`config.mk`:
```
export PLATFORM = sky130hd
export DESIGN_NAME = vend_pay_ctrl
export DESIGN_NICKNAME = d
export VERILOG_FILES = /design/src/rtl/vend_pay_ctrl.sv
export SDC_FILE = /design/constraint.sdc
export NUM_CORES = 1
export LEC_CHECK = 0
export BUFFER_PORTS_ARGS = -buffer_cell sky130_fd_sc_hd__buf_2
export CAP_MARGIN = 10
export CORE_MARGIN = 2
export CORE_UTILIZATION = 40
export CTS_CLUSTER_DIAMETER = 40
export CTS_CLUSTER_SIZE = 16
export DETAILED_ROUTE_END_ITERATION = 16
export PLACE_DENSITY_LB_ADDON = 0.15
export SYNTH_ARGS = -nofsm -noshare
export SYNTH_HDL_FRONTEND = slang
export SYNTH_SLANG_ARGS = --single-unit
```
`constraint.sdc`:
```
create_clock -name clk -period 7.2 [get_ports clk]
set_input_delay 1.08 -clock clk [delete_from_list [all_inputs] [get_ports clk]]
set_output_delay 1.08 -clock clk [all_outputs]
set_load 0.02 [all_outputs]
```
`src/rtl/vend_pay_ctrl.sv`:
```
// vend_pay_ctrl: N-product vending payment controller.
// Latches a product on start, credits one-hot coin pulses against its price,
// computes change or refund, and keeps saturating per-product sales counts
// plus a saturating revenue total.
module vend_pay_ctrl #(
    parameter int                   N_PROD = 4,
    parameter int                   MW     = 8,
    parameter int                   CW     = 4,
    parameter int                   RW     = 16,
    parameter logic [N_PROD*MW-1:0] PRICES = {8'd3, 8'd2, 8'd14, 8'd12}
) (
    input  logic                 clk,
    input  logic                 rst_n,
    input  logic [N_PROD-1:0]    sel,
    input  logic                 start,
    input  logic [3:0]           coin,
    input  logic                 cancel,
    input  logic                 ack,
    output logic                 busy,
    output logic [2:0]           prod_idx,
    output logic [MW-1:0]        remain,
    output logic [MW-1:0]        paid,
    output logic [MW-1:0]        change,
    output logic                 dispense,
    output logic                 refund,
    output logic                 coin_err,
    output logic [N_PROD*CW-1:0] sold,
    output logic [RW-1:0]        revenue
);

    typedef enum logic [1:0] {IDLE, PAY, DONE, REFUND} state_t;

    state_t                     state_q;
    logic [2:0]                 prod_idx_q;
    logic [MW-1:0]              paid_q;
    logic [MW-1:0]              change_q;
    logic                       dispense_q;
    logic                       coin_err_q;
    logic [N_PROD-1:0][CW-1:0]  sold_q;
    logic [RW-1:0]              revenue_q;

    logic [2:0]    sel_idx;
    logic          sel_any;
    logic [MW-1:0] price;
    logic [MW-1:0] denom;
    logic          coin_one;
    logic          coin_any;
    logic [MW-1:0] paid_d;
    logic [RW:0]   rev_sum;
    logic [RW-1:0] revenue_d;

    // Priority encode the select switches: lowest set index wins.
    always_comb begin
        sel_idx = '0;
        sel_any = |sel;
        for (int i = N_PROD - 1; i >= 0; i--) begin
            if (sel[i]) sel_idx = 3'(i);
        end
    end

    // Price of the latched product.
    always_comb begin
        price = '0;
        for (int i = 0; i < N_PROD; i++) begin
            if (prod_idx_q == 3'(i)) price = PRICES[i*MW +: MW];
        end
    end

    // Coin denomination; only a single set bit counts as a valid coin.
    always_comb begin
        denom    = '0;
        coin_one = 1'b1;
        coin_any = |coin;
        case (coin)
            4'b0001: denom = MW'(1);
            4'b0010: denom = MW'(2);
            4'b0100: denom = MW'(5);
            4'b1000: denom = MW'(10);
            default: coin_one = 1'b0;
        endcase
    end

    // Credit after this coin; prices are bounded so this cannot wrap.
    assign paid_d    = paid_q + denom;
    assign rev_sum   = {1'b0, revenue_q} + {{(RW + 1 - MW){1'b0}}, price};
    assign revenue_d = rev_sum[RW] ? {RW{1'b1}} : rev_sum[RW-1:0];

    // Purchase FSM with its registered outputs and sales bookkeeping.
    always_ff @(posedge clk or negedge rst_n) begin
        if (!rst_n) begin
            state_q    <= IDLE;
            prod_idx_q <= '0;
            paid_q     <= '0;
            change_q   <= '0;
            dispense_q <= 1'b0;
            coin_err_q <= 1'b0;
            sold_q     <= '0;
            revenue_q  <= '0;
        end else begin
            dispense_q <= 1'b0;
            coin_err_q <= 1'b0;
            case (state_q)
                IDLE: begin
                    coin_err_q <= coin_any;
                    if (start && sel_any) begin
                        prod_idx_q <= sel_idx;
                        paid_q     <= '0;
                        state_q    <= PAY;
                    end
                end
                PAY: begin
                    if (cancel) begin
                        // Abort wins over any coin in the same cycle.
                        change_q <= paid_q;
                        state_q  <= REFUND;
                    end else if (coin_one) begin
                        paid_q <= paid_d;
                        if (paid_d >= price) begin
                            change_q   <= paid_d - price;
                            dispense_q <= 1'b1;
                            revenue_q  <= revenue_d;
                            state_q    <= DONE;
                            for (int i = 0; i < N_PROD; i++) begin
                                if (prod_idx_q == 3'(i) && sold_q[i] != {CW{1'b1}})
                                    sold_q[i] <= sold_q[i] + CW'(1);
                            end
                        end
                    end else if (coin_any) begin
                        coin_err_q <= 1'b1;
                    end
                end
                default: begin
                    // DONE and REFUND both wait for the customer to take things.
                    coin_err_q <= coin_any;
                    if (ack) begin
                        paid_q   <= '0;
                        change_q <= '0;
                        state_q  <= IDLE;
                    end
                end
            endcase
        end
    end

    assign busy     = (state_q != IDLE);
    assign prod_idx = prod_idx_q;
    assign remain   = (state_q == PAY) ? (price - paid_q) : '0;
    assign paid     = paid_q;
    assign change   = change_q;
    assign dispense = dispense_q;
    assign refund   = (state_q == REFUND);
    assign coin_err = coin_err_q;
    assign sold     = sold_q;
    assign revenue  = revenue_q;

endmodule
```
==> summary by stage, run 1 <==
Outcome
The flow ran to the end, and the final reports show no timing, DRC or antenna violations.

Synthesis
The most used flip-flop cell after synthesis is dfrtp_1. The synthesized area per cell is 9.20 sq um. The synthesized netlist occupies a cell area of 3690 sq um. Summed over all instances, the cell type with the most area after synthesis is dfrtp_1.

The leading cell type by number of instances after synthesis is dfrtp_1. The number of nets handed over by synthesis was 438. By count the netlist is led by dfrtp_1 (54), nand2_1 (38), a21oi_1 (25), nor2_1 (25), inv_1 (24). Sequential cells were found to cover 36.6% of the synthesized design area. Synthesis produced a netlist whose cell count is 401. The post-synthesis async set-or-reset flop share is 100%. Synthesis instantiated 59 different standard cells from the library. In this run the biggest area consumer among cell types represents 36.6% of the synthesized area. The number of synthesized flops with an enable pin is 0. The number of warnings printed during yosys synthesis is 0. Counting flops and latches in the post-synthesis netlist gives 54.

By area the synthesized netlist is led by dfrtp_1 (37%), ha_1 (6.8%), xnor2_1 (5.2%).

Critical path
The worst endpoint data arrival time is 4.79 ns. For this run, the slowest stage of the critical path takes 0.81 ns. The worst setup path is launched from an input pin. The number of buffers and inverters on the critical path is 2. The worst register-to-register path begins at paid[0]. The setup slack on the worst flop-to-flop path is 3.45 ns.

The highest net fanout along the worst path is 9. For this design, the slowest cell found on the critical path is o21ai_1. The classification of the worst setup path is in2reg. The depth of the most critical reg-to-reg path is 12. The kind of end point of the critical path is a flip-flop. The critical register-to-register path endpoint is change[4]. In this design, the largest share of critical-path delay is due to compound AO/OA/AOI/OAI gates.

The required time at the endpoint of the critical path is 7.43 ns. Walking the worst path, the cells encountered are buf_2, xnor2_1, or3_1, inv_1, ha_1, a21o_1, a21oi_1, xnor2_1, ha_1, o21ai_0, nand2b_1, nor3_4, nand3_1, o21ai_1, mux2i_1.

Timing
The worst-case clock skew is 0.0149 ns. The worst path uses 63.4% of the clock period. The total of endpoints with negative setup slack in the final report is 0.

The setup TNS is 0 ns. The final max-slew violation count came to 0. The count of endpoints failing hold in the final timing report was 0. The highest clock frequency the design can meet is 0.219 GHz. The shortest clock period the worst path allows after layout is 4.56 ns. The worst max-slew margin expressed relative to the limit is 35.2%. Setup repair after global routing left no endpoint under its margin. The actual transition at the worst max-transition pin is 0.966 ns.

Clocking
In this run, post-CTS repair resized a total of 0 instances. The clock passes through at most 2 buffers. The number of buffers created by CTS is 5.

The total of hold buffers inserted after clock tree synthesis is 0. The clock transition time at the flip-flop clock pins of the worst setup and hold paths is 0.11 ns. The tree built by TritonCTS fans out to 54 sinks. The H-tree generated during clock tree synthesis spans 2 levels. Post-CTS timing repair inserted 0 buffers for setup.

TritonCTS built the clock tree. For the worst-skew pair, the clock arrives at the later sink with an insertion delay of 0.32 ns. Clock tree synthesis selected as its root buffer the cell clkbuf_8.

Floorplanning
During I/O placement, the number of pins put on the boundary was 76. The die covers 10,000 sq um. The starting utilization of the core area is 40.5%. The horizontal die dimension is 100 um. The die boundary height is 100 um. The initialized floorplan defines 35 standard-cell rows. The floorplan step defined a core boundary enclosing 9110 sq um.

Global route
The initial antenna violation count is 0. The number of global-route vias before repair is 2,999. Across every metal layer, demand over resource in global routing totals 18.5%. The first global-routing pass estimated 14.8 mm of wire.

The pin count of the biggest net entering global routing is 55. The overall overflow remaining after global route is 0.

Hold path
The startpoint of the tightest hold check path is sold[3]. The worst hold path class is reg2reg. For hold timing, the worst endpoint is sold[3]. The instance count along the most critical hold path is 1.

Finish
The relative area change from synthesis to final layout is 13.9%. Cells with a size suffix above 1 make up 22.3% of the layout. The antenna cell count is 0. The final net count is 502.

Route
The initial DRC count is 116. After detailed routing, the average wire length per cell comes to 15.6 um. The total wire length is 8.97 mm. Using the TritonRoute via totals, the vias-per-cell ratio works out to 5.45.

For this run, the detailed router's first-pass iteration total came to 4. The post-route antenna net violation count is 0. For this run, design rule violations remaining after detail routing come to 0. The via count is 3,145.

Power and ir drop
The leakage power summed over all cells is 2.21 nW. The power per standard cell area is 360 nW/um^2. The power consumption is 1.51 mW. IR analysis of the VDD net gives a maximum drop of 168 uV.

Place
The congestion estimate from routability-driven global placement came to 0.817. The HPWL after detailed placement is 6.64 mm. The count of buffers added on input and output ports is 74.

Run
The reported max-cap violation count is 0.
through the flow:
| step | cells | util (%) | worst slack (ns) | instance area [sq um] | hold WS (ns) |
|---|---|---|---|---|---|
| 2_1_floorplan | 401 | - | 3.16 | 3690 | 0.553 |
| 3_3_place_gp | 569 | 45.1 | 2.44 | 4110 | 0.483 |
| 3_5_place_dp | 569 | 45.1 | 2.35 | 4110 | 0.491 |
| 4_1_cts | 577 | 46.1 | 2.65 | 4200 | 0.513 |
| 5_1_grt | 577 | 46.1 | 2.34 | 4200 | 0.535 |
| 6_report | 577 | 46.1 | 2.64 | 4200 | 0.506 |
final cells by class:
type | instances | area [sq um]
fillers | 918 | 4910
well taps | 111 | 139
repair buffers | 75 | 378
clock inverters | 3 | 22.5
clock buffers | 5 | 68.8
flip-flops and latches | 54 | 1350
inverters | 24 | 90.1
multi-input cells | 305 | 2150
layout by cell type (no fill, tap or decap), drive strengths merged, types with 2 or more instances in the layout:
cell	count
a211o	2
a21o	6
a21oi	26
a31oi	15
a41oi	2
and2	6
and3	10
and4	4
buf	75
clkbuf	5
dfrtp	54
fa	4
ha	20
inv	26
mux2	10
mux2i	8
nand2	38
nand2b	7
nand3	21
nand4	4
nor2	25
nor2b	5
nor3	11
nor3b	2
nor4b	3
o21a	3
o21ai	15
o31ai	3
or2	3
or3	5
xnor2	22
xor2	9
where the power goes:
part | switching [mW] | leakage (nW) | internal [mW] | total [mW]
Sequential | 0.0737 | 0.728 | 0.368 | 0.442
Clock | 0.114 | 0.0489 | 0.0709 | 0.185
Combinational | 0.545 | 1.43 | 0.339 | 0.884
state kept, by name (all words and copies together) (netlist names):
signal / flops
state_q: 2
paid: 8
revenue: 16
sold: 16
change: 8
coin_err: 1
prod_idx: 2
dispense: 1
routing by layer:
layer	global-route usage [%]	up-vias	part of all wire (%)
met5	0	-	0
met4	5.58	0	1.8
met3	3.55	10	5.1
met2	31.9	77	49
met1	23.7	1510	44
li1	-	1548	-
worst reg2reg max path: cells and delay by family (launching register included):
family                   cells  cell delay [ns]
XOR/XNOR                     1             0.22
AO/OA/AOI/OAI                2             0.95
AND/OR/NAND/NOR              4             0.84
buffers and inverters        1             0.06
flip-flops                   1             0.44
multiplexers                 1             0.27
adder cells (fa/ha/maj)      3             0.90
worst max-delay path by stage:
stage	start	to	slack, ns	cells after the start
after CTS	coin[3]	change[7]	2.65	15
after global placement	coin[3]	sold[13]	2.44	15
final	coin[3]	change[4]	2.64	15
after detailed placement	coin[3]	change[7]	2.35	15
after global routing	coin[2]	change[4]	2.34	15
after floorplan	coin[3]	change[7]	3.16	16
logic make-up (layout without fill, tap and decap cells):
| group | after synthesis | in the layout | synth area share (%) |
|---|---|---|---|
| AND/OR/NAND/NOR | 147 | 147 | 20.9 |
| AO/OA/AOI/OAI | 83 | 83 | 15.3 |
| flip-flops | 54 | 54 | 36.6 |
| buffers and inverters | 42 | 107 | 4.99 |
| XOR/XNOR | 31 | 31 | 7.36 |
| adder cells (fa/ha/maj) | 25 | 25 | 9.23 |
| multiplexers | 18 | 18 | 5.53 |
| other | 1 | 1 | 0.102 |
No activity file was read; power rests on OpenSTA's default activity.
==> inputs of run 2 (changes only) <==
clock period = 4.5 ns   (was 7.2 ns; I/O delays follow)
==> run 2 against run 1 <==
Against the previous run:
- die area unchanged
- count of clock-buffer cells in the layout unchanged
- flip-flop and latch count stayed put
- final area rose by 0.74%
- sequential power is 60% higher
- highest routed layer unchanged
- utilization increased by 0.34 points
- register-to-register slack worse by 2.5 ns
- combinational power rose by 61%
- sequential share of layout area shrank 0.24 points
- critical endpoint is now sold[9]
==> summary by stage, run 2 (synthesis gave the netlist of run 1 again) <==
Timing
Setup repair after global routing left no endpoint under its margin. Headroom to the max-slew limit came out at 46.3%. The shortest clock period the worst path allows after layout is 4.02 ns. The count of endpoints failing hold in the final timing report came to 0. The setup TNS is 0 ns. At the pin with the least slew margin, the transition time is 0.805 ns. The final max-slew violation count was 0. The final critical path takes up 89.4% of the cycle.

For this run, the top clock speed supported by timing is 0.249 GHz. For the final database, setup skew stands at 0.00807 ns. Setup violations remaining at the end of the flow were counted as 0.

Place
The count of port buffers added during placement is 74. The congestion estimate from routability-driven global placement came to 0.848. The HPWL reported at the end of detailed placement is 6.65 mm.

Hold path
The min-delay analysis places its worst path in the category in2async.

Critical path
In this run the worst setup path begins at coin[3]. STA classifies the critical path endpoint as a flip-flop. For the worst flop-to-flop path, the logic depth is 11.

The critical path goes through buf_2, xnor2_1, or3_1, inv_1, ha_1, a21o_1, a21oi_1, xnor2_1, ha_1, o21ai_0, nand2b_1, nor3_4, a31oi_4, and2_4, mux2_4. The kind of cell with the highest combined delay along the critical path is compound AO/OA/AOI/OAI gates. The highest net fanout along the worst path is 31. The critical path in this run is classified as in2reg. The largest stage delay on the critical path is 0.68 ns. The reg-to-reg startpoint is paid[1]. The worst register-to-register path ends at sold[9].

The worst endpoint data arrival time is 4.23 ns. The critical path crosses 15 cells after its start point. The setup slack on the worst flop-to-flop path is 0.92 ns. The slowest cell on the critical path is a31oi_4. The startpoint kind of the worst setup timing path is an input pin.

Counting both buffers and inverters, the worst setup path holds a total of 2. The termination of the worst setup path is sold[9]. STA puts the critical path data required time at 4.71 ns.

Clocking
The number of setup buffers added after CTS is 0. The latest clock arrival within the worst-skew pair is 0.32 ns. The cell sitting at the root of the clock tree is a clkbuf_8.

The total of hold buffers inserted after clock tree synthesis is 0. The H-tree was split into 2 levels. The clock transition time at the flip-flop clock pins of the worst setup and hold paths is 0.10 ns. The TritonCTS clock tree is yes. The deepest clock path buffer count is 2. The post-cts repair resize count is 0.

The number of sinks driven by the clock tree is 54. The number of buffers created by CTS is 5.

Floorplanning
The number of core rows is 35. The core footprint is 9110 sq um. The die area is 10,000 sq um. The initial utilization of the core area, before any placement, comes to 40.5%. The horizontal die dimension is 100 um. From bottom edge to top edge, the die measures 100 um. 76 I/O pins were placed.

Route
The count of nets left with antenna violations once routing finished came out at 0. The total wire length is 9.00 mm. In the routed layout, each cell is associated on average with a via count of 5.48.

For this run, design rule violations remaining after detail routing come to 0. After the first detailed-routing iteration, the DRC count stood at 116. After detailed routing, the average wire length per cell comes to 15.6 um. The length of the first detailed-routing pass in iterations is 4.

Summing over every cut layer, the via total after detailed routing is 3,169.

Global route
The pin count of the biggest net entering global routing is 55. The initial antenna violation count was 0. The total routing resource utilization after global routing is 18.6%. The number of global-route vias before repair came to 3,038. The overall overflow remaining after global route is 0. The first global-routing pass estimated 15.0 mm of wire.

Run
The reported max-cap violation count is 0.

Finish
The leading cell type in the layout, fill and taps excluded is buf_2. The antenna cell count is 0. The top cell types in the final layout, fill and taps aside, are buf_2 (74), dfrtp_1 (54), nand2_1 (38), a21oi_1 (25), nor2_1 (25). Cells with a size suffix above 1 make up 22.5% of the layout. The filler cell count in the final layout is 924. The relative area change from synthesis to final layout is 14.8%. In the final design database the tool counted 504 nets.

Power and ir drop
The switching power summed over all nets is 1.16 mW. Power spread over the standard cell area amounts to 580 nW/um^2. The share of total power dissipated in the clock network is 13.5%. The fraction of power spent switching nets is 47.1%. Cell internal power was estimated by the tool at 1.30 mW. The relative contribution of combinational cells to total power is 57.6%. The worst-case IR drop observed on VDD is 221 uV. Overall power consumption after layout is estimated at 2.46 mW.

Per report_power, the sequential group accounts for 28.8% of the total. The analysis attributes to cell leakage a power of 2.22 nW.

Outcome
The run finished with clean final reports.
## run 2: changes by cell type in the layout (fill, tap and decap cells not counted)
cell,change
buf_4,+2
inv_6,-2
bufinv_16,+1
clkinv_2,-1
clkinv_4,+1
## run 2: cell type report
cell class	count	area, sq um	share of cell area (%)
Clock buffer	5	68.8	1.63
Clock inverter	2	38.8	0.916
Inverter	24	90.1	2.13
Multi-Input combinational cell	305	2150	50.9
Sequential cell	54	1350	31.9
Tap cell	111	139	3.28
Timing Repair Buffer	77	393	9.28
## run 2: worst min path at each step
stage          startpoint        end  slack (ns)  depth (start not counted)
2_1_floorplan       rst_n  change[0]        0.38                          0
3_3_place_gp      sold[3]    sold[3]        0.48                          1
3_5_place_dp      sold[3]    sold[3]        0.48                          1
5_1_grt           sold[3]    sold[3]        0.53                          1
4_1_cts           sold[3]    sold[3]        0.50                          1
6_report            rst_n   sold[13]        0.49                          2
## run 2: routing by layer
layer / wire length, um / up-vias / global-route usage (%) / share of wire, %
met3: 444 / 9 / 3.06 / 4.9
met1: 4030 / 1535 / 24.4 / 45
li1: - / 1547 / - / -
met5: 0 / - / 0 / 0
met2: 4420 / 78 / 32.4 / 49
met4: 102 / 0 / 4.43 / 1.1
## run 2: power by group through the flow
stage	Sequential, mW	Combinational (mW)	Clock [mW]
after floorplan	0.810	0.935	0
after global placement	0.717	1.40	0
after detailed placement	0.720	1.43	0
after CTS	0.712	1.43	0.344
after global routing	0.728	1.59	0.360
final	0.708	1.42	0.332
## run 2: per-stage QoR
step | std cells | hold WS [ns] | setup slack, ns | cell area [sq um] | utilization, %
2_1_floorplan | 401 | 0.379 | 0.868 | 3690 | -
3_3_place_gp | 571 | 0.483 | 0.248 | 4130 | 45.3
3_5_place_dp | 571 | 0.484 | 0.179 | 4130 | 45.3
4_1_cts | 578 | 0.504 | 0.478 | 4230 | 46.5
5_1_grt | 578 | 0.525 | 0.213 | 4230 | 46.5
6_report | 578 | 0.493 | 0.477 | 4230 | 46.5
==> inputs of run 3 (changes only) <==
clock period = 4.1 ns   (was 4.5 ns; I/O delays follow)
==> run 3 against run 2 <==
Against the previous run:
- combinational power rose by 11%
- via count barely moved
- die area did not move
- count of clock-buffer cells in the layout rose by 1
- non-clock buffer count rose by 5
- wire length rose by 0.29%
- register-to-register slack got worse by 0.16 ns
- sequential share of layout area fell by 0.30 points
==> summary by stage, run 3 (synthesis gave the netlist of run 1 again) <==
Floorplanning
The core footprint is 9110 sq um. Measured along the y axis, the die boundary spans 100 um. The die area is 10,000 sq um. The starting utilization of the core area is 40.5%. The number of core rows is 35. The number of top-level pins is 76. From left edge to right edge, the die measures 100 um.

Timing
The worst max-slew margin expressed relative to the limit is 57.7%. Setup violations remaining at the end of the flow were counted as 0. Based on the critical path, the design can be clocked at up to 0.271 GHz.

The shortest clock period the worst path allows after layout is 3.69 ns. Once routing completed, OpenROAD measured the worst setup slack at 0.413 ns. The worst-case clock skew is 0.00443 ns. After layout, the worst path uses 89.9% of the clock period. Setup repair after global routing left no endpoint under its margin.

The count of endpoints failing hold in the final timing report is 0. For the final routed database, the setup TNS stands at 0 ns. The actual transition at the worst max-transition pin is 0.634 ns. The final max-slew violation count is 0.

Critical path
The kind of end point of the critical path is a flip-flop. The highest net fanout along the worst path is 22. In this run the worst setup path begins at coin[3]. The worst register-to-register path has a depth of 11.

For the worst setup path, the data arrival time is 3.90 ns. Setup slack on the worst reg-to-reg path comes out at 0.76 ns. The termination of the worst setup path is sold[5].

STA classifies the critical path startpoint as an input pin. The required time at the endpoint of the critical path is 4.31 ns. The critical register-to-register path endpoint is sold[5]. The classification of the worst setup path is in2reg.

The reg-to-reg startpoint is paid[1].

Place
The minimum setup slack after placement is 0.0779 ns. The count of port buffers added during placement is 74. After legalization and detailed placement, the total HPWL measured 6.67 mm. At the end of routability-driven placement, the weighted congestion stood at 0.860.

Route
The post-route antenna net violation count is 0. After detailed routing, the number of vias per cell comes to 5.43. In the final routed layout, each cell accounts on average for 15.5 um. The DRC violation count after routing is 0. The length of the first detailed-routing pass in iterations is 5. The via count is 3,171.

The detailed router finished its first iteration with 108 violations. The routed design has 9.03 mm of wire.

Global route
The overall overflow remaining after global route is 0. Entering global routing, the biggest net connects 31 pins. The total routing resource utilization after global routing is 18.7%. The number of global-route vias before repair came to 3,047.

The initial antenna violation count is 0. The first global-routing pass estimated 15.1 mm of wire.

Finish
The final net count is 509. The top cell types in the final layout, fill and taps aside, are buf_2 (74), dfrtp_1 (54), nand2_1 (38), a21oi_1 (25), nor2_1 (25). The register area is 1350 sq um. The relative area change from synthesis to final layout is 15.9%. The number of antenna diodes in the final layout is 0.

The library cell used most frequently in the layout, excluding fill and tap cells, is buf_2. After filler insertion, the fill cell instance count of the layout stands at 926. The multi-input gate area in the final layout is 2150 sq um. Cells with a size suffix above 1 make up 23.3% of the layout.

Power and ir drop
IR analysis of the VDD net gives a maximum drop of 245 uV. The analysis attributes to cell leakage a power of 2.24 nW. Power spread over the standard cell area amounts to 635 nW/um^2.

Clocking
The root buffer cell chosen for the clock tree is clkbuf_8. No sink is reached through more buffers than the 2 on the longest clock path. The total of hold buffers inserted after clock tree synthesis is 0.

The number of buffers created by CTS is 5. Clock-pin slew was measured on the worst setup and hold paths at 0.10 ns. The clock tree synthesis step divided the H-tree into 2 levels.

The post-cts repair resize count is 0. The latest clock arrival within the worst-skew pair is 0.31 ns. The number of setup buffers added after CTS is 0. The number of sinks driven by the clock tree is 54. TritonCTS built the clock tree.

Hold path
The worst hold path belongs to the class in2async.

Run
Max-cap violations in this run came to 0.

Outcome
The run finished with clean final reports.
==> run 3: changes by cell type in the layout (fill, tap and decap cells not counted), sizes merged <==
| cell | before | now |
|---|---|---|
| buf | 77 | 82 |
| clkbuf | 5 | 6 |
| clkinv | 1 | 0 |
| clkinvlp | 0 | 1 |
==> run 3: layer usage <==
metal	track usage, %	vias to the layer above	wire length [um]
met5	0	-	0
met3	3.27	11	381
met1	24.7	1530	4120
met4	4.95	0	110
li1	-	1557	-
met2	31.9	73	4410
==> run 3: layout make-up <==
type / instances / area share [%]
clock buffer: 6 / 1.70
clock inverter: 2 / 0.878
inverter: 24 / 2.11
multi-input combinational: 305 / 50.4
sequential: 54 / 31.6
tap: 111 / 3.25
timing repair buffer: 82 / 10.1
==> run 3: worst min path at each step <==
| stage | slack [ns] | startpoint | to | depth (start not counted) |
|---|---|---|---|---|
| floorplan | 0.32 | rst_n | change[0] | 0 |
| global placement | 0.49 | sold[3] | sold[3] | 1 |
| detailed placement | 0.49 | sold[3] | sold[3] | 1 |
| CTS | 0.32 | rst_n | coin_err | 1 |
| global route | 0.34 | rst_n | change[0] | 1 |
| finish | 0.30 | rst_n | change[0] | 1 |
==> run 3: where the power goes <==
group	internal (mW)	total [mW]	leakage [nW]	switching (mW)
combinational	0.613	1.57	1.47	0.954
clock	0.183	0.372	0.0514	0.189
sequential	0.647	0.774	0.728	0.127
total	1.44	2.71	2.24	1.27
==> run 3: metrics by stage <==
| stage | cells | area [sq um] | hold WS, ns | power (mW) | util [%] |
|---|---|---|---|---|---|
| 3_3_place_gp | 576 | 4160 | 0.485 | 2.35 | 45.7 |
| 4_1_cts | 584 | 4270 | 0.324 | 2.76 | 46.9 |
| 2_1_floorplan | 401 | 3690 | 0.319 | 1.91 | - |
| 3_5_place_dp | 576 | 4160 | 0.486 | 2.37 | 45.7 |
| 6_report | 584 | 4270 | 0.304 | 2.71 | 46.9 |
| 5_1_grt | 584 | 4270 | 0.342 | 2.97 | 46.9 |
==> run 3: worst max-delay path, stage by stage <==
cell and delay (ns):
buf_2 0.15, xnor2_1 0.13, or3_1 0.36, inv_1 0.08, ha_1 0.22, a21o_1 0.22, a21oi_1 0.23, xnor2_1 0.12
ha_1 0.33, and4_1 0.25, nor3_4 0.06, a31oi_4 0.56, and2_4 0.28, mux2_4 0.29
